`src/rtl/spi_aes_frame_slave_pkg.sv`:
```
// Shared types and sizing for the SPI-to-AES frame slave.
// Holds the FSM state encoding, the AES block width and the frame width as a function of Nk.
package spi_aes_frame_slave_pkg;

  localparam int BLOCK_W = 128;

  typedef enum logic [2:0] {
    IDLE,
    RECV,
    START,
    WAIT,
    SEND,
    HOLD
  } state_e;

  function automatic int frame_w(input int nk);
    return BLOCK_W + 32 * nk;
  endfunction

endpackage

```
`src/rtl/spi_aes_frame_slave_shifter.sv`:
```
// Generic MSB-first shift register with parallel load.
// Used once for the inbound data+key frame and once for the outbound result.
module aes_bit_shifter #(
  parameter int W = 128
) (
  input  logic         clk_master,
  input  logic         rst,
  input  logic         load_i,
  input  logic [W-1:0] load_val_i,
  input  logic         shift_i,
  input  logic         bit_i,
  output logic [W-1:0] q_o
);

  logic [W-1:0] shift_q, shift_d;

  always_comb begin
    shift_d = shift_q;
    if (load_i) begin
      shift_d = load_val_i;
    end else if (shift_i) begin
      shift_d = {shift_q[W-2:0], bit_i};
    end
  end

  always_ff @(posedge clk_master or posedge rst) begin
    if (rst) begin
      shift_q <= '0;
    end else begin
      shift_q <= shift_d;
    end
  end

  assign q_o = shift_q;

endmodule

```
`src/rtl/spi_aes_frame_slave.sv`:
```
// Serial frame slave: collects data+key MSB first, starts the AES core, then streams the
// 128-bit result back on sdo. Dropping cs at any point before HOLD abandons the frame.
module spi_aes_frame_slave
  import spi_aes_frame_slave_pkg::*;
#(
  parameter int Nk = 4,
  parameter int Nr = 10
) (
  input  logic               clk_master,
  input  logic               rst,
  input  logic               cs,
  input  logic               sdi,
  output logic               sdo,
  output logic               core_start,
  output logic [BLOCK_W-1:0] core_data,
  output logic [Nk*32-1:0]   core_key,
  input  logic               core_done,
  input  logic [BLOCK_W-1:0] core_result,
  output logic               busy,
  output logic               frame_done
);

  localparam int FRAME_W = frame_w(Nk);
  localparam int KEY_W   = Nk * 32;
  localparam int CNT_W   = $clog2(FRAME_W);
  localparam logic [CNT_W-1:0] LAST_RX = CNT_W'(FRAME_W - 1);
  localparam logic [CNT_W-1:0] LAST_TX = CNT_W'(BLOCK_W - 1);

  state_e             state_q, state_d;
  logic [CNT_W-1:0]   cnt_q, cnt_d;
  logic               frame_done_q, frame_done_d;
  logic [BLOCK_W-1:0] core_data_q, core_data_d;
  logic [KEY_W-1:0]   core_key_q, core_key_d;

  logic               rx_shift, tx_load, tx_shift, core_load;
  logic [FRAME_W-1:0] rx_q;
  logic [BLOCK_W-1:0] tx_q;
  logic [FRAME_W-1:0] frame_rx;

  aes_bit_shifter #(.W(FRAME_W)) u_rx_shift (
    .clk_master (clk_master),
    .rst        (rst),
    .load_i     (1'b0),
    .load_val_i ('0),
    .shift_i    (rx_shift),
    .bit_i      (sdi),
    .q_o        (rx_q)
  );

  aes_bit_shifter #(.W(BLOCK_W)) u_tx_shift (
    .clk_master (clk_master),
    .rst        (rst),
    .load_i     (tx_load),
    .load_val_i (core_result),
    .shift_i    (tx_shift),
    .bit_i      (1'b0),
    .q_o        (tx_q)
  );

  // The core registers are loaded on the same edge that samples the last sdi bit,
  // so the complete frame is the shift register contents plus the incoming bit.
  assign frame_rx = {rx_q[FRAME_W-2:0], sdi};

  always_comb begin
    state_d      = state_q;
    cnt_d        = cnt_q;
    frame_done_d = 1'b0;
    rx_shift     = 1'b0;
    tx_load      = 1'b0;
    tx_shift     = 1'b0;
    core_load    = 1'b0;
    case (state_q)
      IDLE: begin
        if (cs) begin
          state_d  = RECV;
          rx_shift = 1'b1;
          cnt_d    = CNT_W'(1);
        end
      end
      RECV: begin
        if (!cs) begin
          state_d = IDLE;
          cnt_d   = '0;
        end else begin
          rx_shift = 1'b1;
          if (cnt_q == LAST_RX) begin
            state_d   = START;
            core_load = 1'b1;
            cnt_d     = '0;
          end else begin
            cnt_d = cnt_q + 1'b1;
          end
        end
      end
      START: begin
        state_d = cs ? WAIT : IDLE;
      end
      WAIT: begin
        if (!cs) begin
          state_d = IDLE;
        end else if (core_done) begin
          state_d = SEND;
          tx_load = 1'b1;
        end
      end
      SEND: begin
        if (!cs) begin
          state_d = IDLE;
          cnt_d   = '0;
        end else begin
          tx_shift = 1'b1;
          if (cnt_q == LAST_TX) begin
            state_d      = HOLD;
            cnt_d        = '0;
            frame_done_d = 1'b1;
          end else begin
            cnt_d = cnt_q + 1'b1;
          end
        end
      end
      HOLD: begin
        if (!cs) begin
          state_d = IDLE;
        end
      end
      default: begin
        state_d = IDLE;
        cnt_d   = '0;
      end
    endcase
  end

  always_comb begin
    core_data_d = core_data_q;
    core_key_d  = core_key_q;
    if (core_load) begin
      core_data_d = frame_rx[FRAME_W-1 -: BLOCK_W];
      core_key_d  = frame_rx[KEY_W-1:0];
    end
  end

  always_ff @(posedge clk_master or posedge rst) begin
    if (rst) begin
      state_q      <= IDLE;
      cnt_q        <= '0;
      frame_done_q <= 1'b0;
      core_data_q  <= '0;
      core_key_q   <= '0;
    end else begin
      state_q      <= state_d;
      cnt_q        <= cnt_d;
      frame_done_q <= frame_done_d;
      core_data_q  <= core_data_d;
      core_key_q   <= core_key_d;
    end
  end

  assign sdo        = (state_q == SEND) & tx_q[BLOCK_W-1];
  assign core_start = (state_q == START);
  assign busy       = (state_q != IDLE);
  assign frame_done = frame_done_q;
  assign core_data  = core_data_q;
  assign core_key   = core_key_q;

endmodule

```
`config.mk`:
```
export PLATFORM = sky130hd
export DESIGN_NAME = spi_aes_frame_slave
export DESIGN_NICKNAME = d
export VERILOG_FILES = /design/src/rtl/spi_aes_frame_slave_pkg.sv /design/src/rtl/spi_aes_frame_slave_shifter.sv /design/src/rtl/spi_aes_frame_slave.sv
export SDC_FILE = /design/constraint.sdc
export NUM_CORES = 1
export LEC_CHECK = 0
export CORE_MARGIN = 4
export CORE_UTILIZATION = 50
export DETAILED_ROUTE_END_ITERATION = 16
export MAX_ROUTING_LAYER = met4
export PLACE_DENSITY = 0.75
export SYNTH_ARGS = -nofsm -noshare
export SYNTH_HDL_FRONTEND = slang
export SYNTH_SLANG_ARGS = --single-unit
```
`constraint.sdc`:
```
create_clock -name clk_master -period 33.9 [get_ports clk_master]
set_input_delay 5.085 -clock clk_master [delete_from_list [all_inputs] [get_ports clk_master]]
set_output_delay 5.085 -clock clk_master [all_outputs]
set_load 0.01 [all_outputs]
```
# Word level (Yosys, flattened, before mapping)
# Cells that the tools add are included.
# totals
ff_bits,651
input_bits,133
# op_classes
add_sub_neg,1
eq_ne,12
n_mux,30
bitwise,2
reduce_logical,7
# ops
cell,n
128-bit two-way mux,2
8-bit two-way mux,5
8-bit case mux with 4 select lines,1
3-bit two-way mux,8
3-bit case mux with 6 select lines,1
1-bit two-way mux,12
3-bit != test (second input constant),3
8-bit by 1-bit adder with 8-bit output (second input constant),1
8-bit by 7-bit == test with 1-bit output (second input constant),1
8-bit == test (second input constant),1
3-bit by 2-bit == test with 1-bit output (second input constant),2
3-bit == test (second input constant),2
5-bit AND reduction,1
2-bit != test (second input constant),2
3-bit by 1-bit == test with 1-bit output (second input constant),1
3-bit logical NOT,1
3-bit nonzero test,1
3-bit OR reduction,1
2-bit two-way mux,1
2-bit AND reduction,1
2-bit nonzero test,1
2-bit OR reduction,1
1-bit AND,1
1-bit inverter,1

# Longest topological paths before layout
# Gate-level depths: netlist (run 1).
# logic_depth
depth_word,4
mapped_depth,8
mapped_depth_nobuf,5

# Cells and area by module
# A second synthesis (run 1) with hierarchy kept.
# hier_totals
hier_cells,2296
hier_area_um2,29143.0
# modules_own_cells
mod,n_inst,cells_each,area_per_inst_um2
aes_bit_shifter at u_rx_shift,1,1111,11896.4
spi_aes_frame_slave,1,630,11294.6
aes_bit_shifter at u_tx_shift,1,555,5952.0

# Worst setup path before layout (run 1)
# OpenSTA, ideal clock, no wires.
# synth_path
path_type,input to register
from,input port cs
to,"register core_data_q[114], in the netlist core_data[114]"
setup_time_ns,0.127
arrival_ns,6.208
required_time_ns,33.773
slack_ns,27.565
stages,5
path_cell_list,nand2b_1 > nor3_4 > buf_12 > buf_12 > mux2_1
# synth_via
elab_chain_cells,2
# synth_lines
item,line,rtl
"start, declared",spi_aes_frame_slave.sv:11,"input logic cs,"
1-bit two-way mux,spi_aes_frame_slave.sv:81,if (!cs) begin
1-bit two-way mux,spi_aes_frame_slave.sv:72,case (state_q)
"end signal, assigned",spi_aes_frame_slave.sv:153,core_data_q <= core_data_d;
"end, declared",spi_aes_frame_slave.sv:32,"logic [BLOCK_W-1:0] core_data_q, core_data_d;"
# Every way passes these cells.
# A chain may end at the register's enable or synchronous reset.

==> impl_results.md, run 1 <==
* Nets@finish at 2,234
* Worst Tran Pin Value at 1.19 ns
* Synth top area cells: dfrtp_1 (61%), mux2_2 (13%), mux2_4 (10%)
* Post-synth EDFFs at 0
* Total gr overflow at 0
* Synth cell count leaders: dfrtp_1 (651), mux2_2 (300), mux2_4 (184), o21ai_0 (136), nand2_1 (133)
* Vias per inst at 5.20
* Worst r2r dst: core_data[34]$_DFFE_PP0P_
* Critical path's largest stage delay at 0.85 ns
* Global Route Usage Sum at 19.2%
* Min Hold Slack at 0.484 ns
* Synthesized instance count at 1,727
* Final wirelength at 53.1 mm
* Post-CTS resize count at 0
* Endpoint class of the critical path: async pin
* I/O Buffers at 392
* P&R area growth vs syn at 24.0%
* Outcome: completed
* Wire per inst at 18.7 µm
* Yosys top cell by area: dfrtp_1
* Total negative slack at 0 ns
* Top Ports at 393
* Worst-skew pair later-pin latency at 0.59 ns
* Post-CTS setup buffers at 0
* Ys Warns at 0
* Via count at 14,800
* Share of the synthesized area in the top cell type at 61.4%
* Most common cell in the synthesized netlist: dfrtp_1
* Power density over the cells at 55.5 nW/µm²
* Slew Limit Fails at 0
* CTS Root Cell: clkbuf_16
* Initial antenna violation count at 6
* Maximum vdd ir drop at 0.0000482 V
* Worst path cell trace: clkdlybuf4s50_1 -> inv_8 -> buf_4 -> buf_4 -> buf_4
* R2R depth at 7
* Power, Total at 0.00183 W
* Max-Cap Viols at 0
* Share of cells above drive strength 1 at 28.6%
* Leakage power at 15.0 nW
* CP Launch Type: input port
* # setup viols final at 0
* Slew headroom at 20.6%
* Fmax at 0.122 GHz
* WS Path Type: input port to async pin
* GPL Wtd Cong at 0.834
* Die X at 238 µm
* Residual DRC at 0
* CP max FO at 129
* Minimum clock period at 8.22 ns
* Reg-to-Reg Start: cnt_q[0]$_DFFE_PP0P_
* Worst setup startpoint: rst
* Die area at 56,800 µm²
* Worst EP arrival at 8.83 ns
* Die Y-Extent at 238 µm
* Unique masters post-synth at 45
* RSZ-0062 raised after global routing: no
* ANT nets after route at 0
* Maximum clock insertion buffer count at 3
* Hold-fix buffer count after cts at 0
* Num CTS Buffers at 69
* Slowest stage cell, crit path: buf_4
* WHS Path Cells at 1
* DPL Wire Length at 34.8 mm
* Crit path to: core_key[78]$_DFFE_PP0P_
* Row cnt at 84
* Hold Crit Class: register to register
* Post-Syn Area per Cell at 15.4 µm²
* DP Worst Slack at 24.90 ns
* CP Data Required Time at 34.51 ns
* Hold Violations, Final at 0
* Vias in the first global route at 15,800
* H-tree Lvls at 3
* Clock skew at 0.0206 ns
* Core region area at 52,600 µm²
* Register area share after synthesis at 61.4%
* Crit-path most repeated cell: buf_4
* Final period util at 24.3%
* TritonCTS clock tree: done
* Total nets after synthesis at 1,861
* Top_reg_cell synth: dfrtp_1
* Post-synth ARST share at 100%
* First-pass GRT wire length at 86.1 mm
* Fillers at 3,876
* Largest net degree at the start of global routing at 197
* Drt pass-1 iters at 4
* Cell Area, Synth at 26,500 µm²
* Synth Register Bits at 651
* Clock slew at reported path FFs at 0.06 ns
* Setup WS post-layout at 25.68 ns
* Worst R2R Setup Slack at 30.05 ns
* Initial Util at 50.5%
* DRT iter0 DRCs at 801
* Sink Count at 651
[placed cells by master, fill, tap and decap left out, drive strengths merged, types with 5 or more instances in the layout]
cell type,synthesis,layout
inv,4,6
nand2,133,133
diode,0,6
nand2b,5,5
mux2,512,512
buf,78,16
nor2,8,8
clkinv,0,9
dfrtp,651,651
mux2i,126,126
clkdlybuf4s50,0,392
o21ai,137,137
clkbuf,28,107
[power by group]
group          total [W]  internal (W)  switching, W
sequential      0.000922      0.000867     0.0000549
combinational   0.000159     0.0000818     0.0000776
clock           0.000744      0.000445      0.000298
[area by class of cell]
| cell class | instances | area [µm²] | area share, % |
|---|---|---|---|
| Clock buffer | 107 | 2150 | 6.55 |
| Tap cell | 688 | 861 | 2.62 |
| Clock inverter | 14 | 130 | 0.396 |
| Multi-Input combinational cell | 966 | 9330 | 28.4 |
| Timing Repair Buffer | 408 | 4070 | 12.4 |
| Inverter | 4 | 22.5 | 0.0685 |
| Antenna cell | 6 | 15.0 | 0.0457 |
| Sequential cell | 651 | 16300 | 49.6 |
[worst max-delay path: cells and delay by family]
kind,cells,cell delay [ns]
buf+inv,5,3.51
[metrics by stage]
stage	std cells	utilization, %	instance area (µm²)
after CTS	2838	62.5	32900
after global routing	2844	62.6	32900
after detailed placement	2717	58.2	30600
final	2844	62.6	32900
after floorplan	1727	-	26500
after global placement	2717	58.2	30600
[cells by family (layout without fill, tap and decap cells)]
kind of cell             count (synthesis)  after routing  share of synthesized area, %
AND/OR/NAND/NOR                        168            168                          2.71
XOR/XNOR                                 3              3                        0.0991
adder cells (fa/ha/maj)                  1              1                        0.0472
buffers and inverters                  110            533                          3.44
multiplexers                           638            638                          29.1
AO/OA/AOI/OAI                          156            156                          3.16
other                                    0              6                             0
flip-flops                             651            651                          61.4
[state kept, by name (all words and copies together), names as in the netlist]
signal	count
core_data	128
state_q	3
frame_done	1
cnt_q	8
u_tx_shift.q_o	128
core_key	128
u_rx_shift.q_o	255
[worst min-delay path by stage]
stage	start	to
final	core_key[120]$_DFFE_PP0P_	core_key[120]$_DFFE_PP0P_
after global routing	core_data[4]$_DFFE_PP0P_	core_data[4]$_DFFE_PP0P_
after CTS	core_key[120]$_DFFE_PP0P_	core_key[120]$_DFFE_PP0P_
after detailed placement	core_key[120]$_DFFE_PP0P_	core_key[120]$_DFFE_PP0P_
after global placement	u_tx_shift.q_o[107]$_DFFE_PP0P_	u_tx_shift.q_o[107]$_DFFE_PP0P_
after floorplan	u_tx_shift.q_o[107]$_DFFE_PP0P_	u_tx_shift.q_o[107]$_DFFE_PP0P_
[layer usage]
metal | vias up | share of wire (%) | track usage [%]
met5 | - | 0 | -
met4 | 0 | 1.6 | 5.08
met3 | 54 | 5.6 | 4.36
met2 | 318 | 49 | 30.3
met1 | 7573 | 44 | 25.5
li1 | 6844 | - | -
(Power assumes the default switching activity.)
==> inputs of run 2 (changes only) <==
--- a/config.mk
+++ b/config.mk
@@ -6,10 +6,10 @@
 export NUM_CORES = 1
 export LEC_CHECK = 0
 export CORE_MARGIN = 4
-export CORE_UTILIZATION = 50
+export CORE_UTILIZATION = 49
 export DETAILED_ROUTE_END_ITERATION = 16
 export MAX_ROUTING_LAYER = met4
-export PLACE_DENSITY = 0.75
+export PLACE_DENSITY = 0.76
 export SYNTH_ARGS = -nofsm -noshare
 export SYNTH_HDL_FRONTEND = slang
 export SYNTH_SLANG_ARGS = --single-unit
==> constraint.sdc (replaced) <==
create_clock -name clk_master -period 7.3 [get_ports clk_master]
set_input_delay 1.095 -clock clk_master [delete_from_list [all_inputs] [get_ports clk_master]]
set_output_delay 1.095 -clock clk_master [all_outputs]
set_load 0.01 [all_outputs]
==> run 2 against run 1 <==
Critical path depth did not move. Sequential power grew to 4.6 times the previous value. Clock skew is 0.0054 ns lower. Count of clock-buffer cells in the layout shrank 3. Utilization is 0.78 points lower. Combinational power grew to 4.7 times the previous value. Sequential share of layout area increased by 0.13 points. Critical endpoint is now core_data[44]$_DFFE_PP0P_.
==> impl_results.md, run 2 (synthesis gave the netlist of run 1 again) <==
* Maximum vdd ir drop at 0.000199 V
* Critical path buffers and inverters at 2
* Die area at 57,900 µm²
* Wire per inst at 18.7 µm
* Die X at 241 µm
* GPL Wtd Cong at 0.826
* Internal power at 0.00634 W
* Total negative slack at 0 ns
* CP Launch Type: input port
* Sw frac at 23.6%
* Grt peak-use layer: met2
* Worst-skew pair later-pin latency at 0.57 ns
* Row cnt at 84
* Top Ports at 393
* Post-DP Area at 30,700 µm²
* Slowest stage cell, crit path: nor3_4
* Commonest non-fill, non-tap cell in the layout: dfrtp_1
* Post-CTS resize count at 0
* RSZ-0062 raised after global routing: no
* Vias per inst at 5.24
* Max reg flops at 255
* Most frequent cells in the layout: dfrtp_1 (651), clkdlybuf4s50_1 (392), mux2_2 (300)
* Maximum clock insertion buffer count at 3
* Max-Cap Viols at 0
* Global Route Usage Sum at 18.9%
* Final wirelength at 53.1 mm
* Met1 global-route usage at 24.8%
* Net switching power at 0.00196 W
* Residual DRC at 0
* Met3 Use GR at 4.57%
* GR Util met2 at 29.7%
* Largest net degree at the start of global routing at 256
* Design Area, Final at 32,800 µm²
* Die Y-Extent at 241 µm
* Hold Violations, Final at 0
* Worst path cell trace: clkdlybuf4s50_1 -> nand2b_1 -> nor3_4 -> buf_12 -> mux2_1
* Worst EP arrival at 4.00 ns
* P&R area growth vs syn at 23.7%
* DPL Wire Length at 35.2 mm
* TritonCTS clock tree: done
* Hold Crit Class: register to register
* Worst r2r dst: core_data[44]$_DFFE_PP0P_
* Initial antenna violation count at 5
* Clock power frac at 39.3%
* Final period util at 48.7%
* Fmax at 0.281 GHz
* I/O Buffers at 392
* Logic pwr share at 9.0%
* Slew headroom at 32.3%
* Critical path's largest stage delay at 0.85 ns
* # setup viols final at 0
* Worst R2R Setup Slack at 3.93 ns
* First-pass GRT wire length at 85.9 mm
* CP Data Required Time at 7.74 ns
* Nets@finish at 2,234
* Power density over the cells at 253 nW/µm²
* Share of cells above drive strength 1 at 28.2%
* Clock skew at 0.0152 ns
* WS Path Type: input port to register
* Hold-fix buffer count after cts at 0
* Num CTS Buffers at 68
* Outcome: completed
* CTS Root Cell: clkbuf_16
* Slew Limit Fails at 0
* Reg-to-Reg Start: cnt_q[0]$_DFFE_PP0P_
* Initial Util at 50.0%
* Cell family with most CP delay: buffers and inverters
* Leakage power at 15.0 nW
* H-tree Lvls at 3
* Via count at 14,900
* ANT nets after route at 0
* Post-CTS setup buffers at 0
* Crit path to: core_data[44]$_DFFE_PP0P_
* Vias in the first global route at 15,800
* Drt pass-1 iters at 5
* Endpoint class of the critical path: register
* Core region area at 53,100 µm²
* Fillers at 3,941
* R2R depth at 6
* DRT iter0 DRCs at 757
* Total stage count of the critical path at 5
* Worst Tran Pin Value at 1.01 ns
* CP max FO at 110
* Worst setup startpoint: cs
* Clock slew at reported path FFs at 0.06 ns
* Sequential Power Share at 51.6%
* Total gr overflow at 0
* Minimum clock period at 3.56 ns
* Sink Count at 651
-- run 2: cell types whose count changed in the layout (fill, tap and decap cells not counted), sizes merged --
cell and change:
diode -1, buf +1, clkbuf -3, bufinv -1, inv -2, clkinv +1
-- run 2: how the worst min path moves through the flow --
stage | startpoint | end | slack (ns) | depth (start not counted)
after detailed placement | core_data[34]$_DFFE_PP0P_ | core_data[34]$_DFFE_PP0P_ | 0.47 | 1
final | core_data[34]$_DFFE_PP0P_ | core_data[34]$_DFFE_PP0P_ | 0.48 | 1
after global placement | u_tx_shift.q_o[107]$_DFFE_PP0P_ | u_tx_shift.q_o[107]$_DFFE_PP0P_ | 0.47 | 1
after CTS | core_data[34]$_DFFE_PP0P_ | core_data[34]$_DFFE_PP0P_ | 0.49 | 1
after floorplan | u_tx_shift.q_o[107]$_DFFE_PP0P_ | u_tx_shift.q_o[107]$_DFFE_PP0P_ | 0.45 | 1
after global routing | core_key[101]$_DFFE_PP0P_ | core_key[101]$_DFFE_PP0P_ | 0.51 | 1
-- run 2: per-stage QoR --
step | utilization (%) | hold WS [ns] | total power, W | instances | setup WS (ns)
2_1_floorplan | - | 0.449 | 0.00483 | 1727 | -2.69
3_3_place_gp | 57.8 | 0.468 | 0.00504 | 2718 | 3.30
3_5_place_dp | 57.8 | 0.474 | 0.00510 | 2718 | 3.19
4_1_cts | 61.8 | 0.487 | 0.00841 | 2834 | 3.83
5_1_grt | 61.8 | 0.505 | 0.00871 | 2839 | 3.67
6_report | 61.8 | 0.484 | 0.00830 | 2839 | 3.74
-- run 2: layer usage --
layer	share of wire [%]	vias up
met5	0	-
met4	2.0	0
met3	6.0	77
met2	48	329
met1	43	7616
li1	-	6861
-- run 2: power by group through the flow --
stage,clock (W),combinational (W),sequential [W]
floorplan,0,0.000566,0.00426
global placement,0,0.000718,0.00432
detailed placement,0,0.000762,0.00434
CTS,0.00336,0.000767,0.00428
global route,0.00352,0.000860,0.00433
finish,0.00326,0.000750,0.00428
-- run 2: layout make-up --
| class | instances | area, µm² | area share (%) |
|---|---|---|---|
| Multi-Input combinational cell | 966 | 9330 | 28.5 |
| Clock buffer | 104 | 2050 | 6.25 |
| Tap cell | 688 | 861 | 2.63 |
| Timing Repair Buffer | 409 | 4150 | 12.7 |
| Antenna cell | 5 | 12.5 | 0.0382 |
| Inverter | 4 | 18.8 | 0.0572 |
| Sequential cell | 651 | 16300 | 49.7 |
| Clock inverter | 12 | 73.8 | 0.225 |
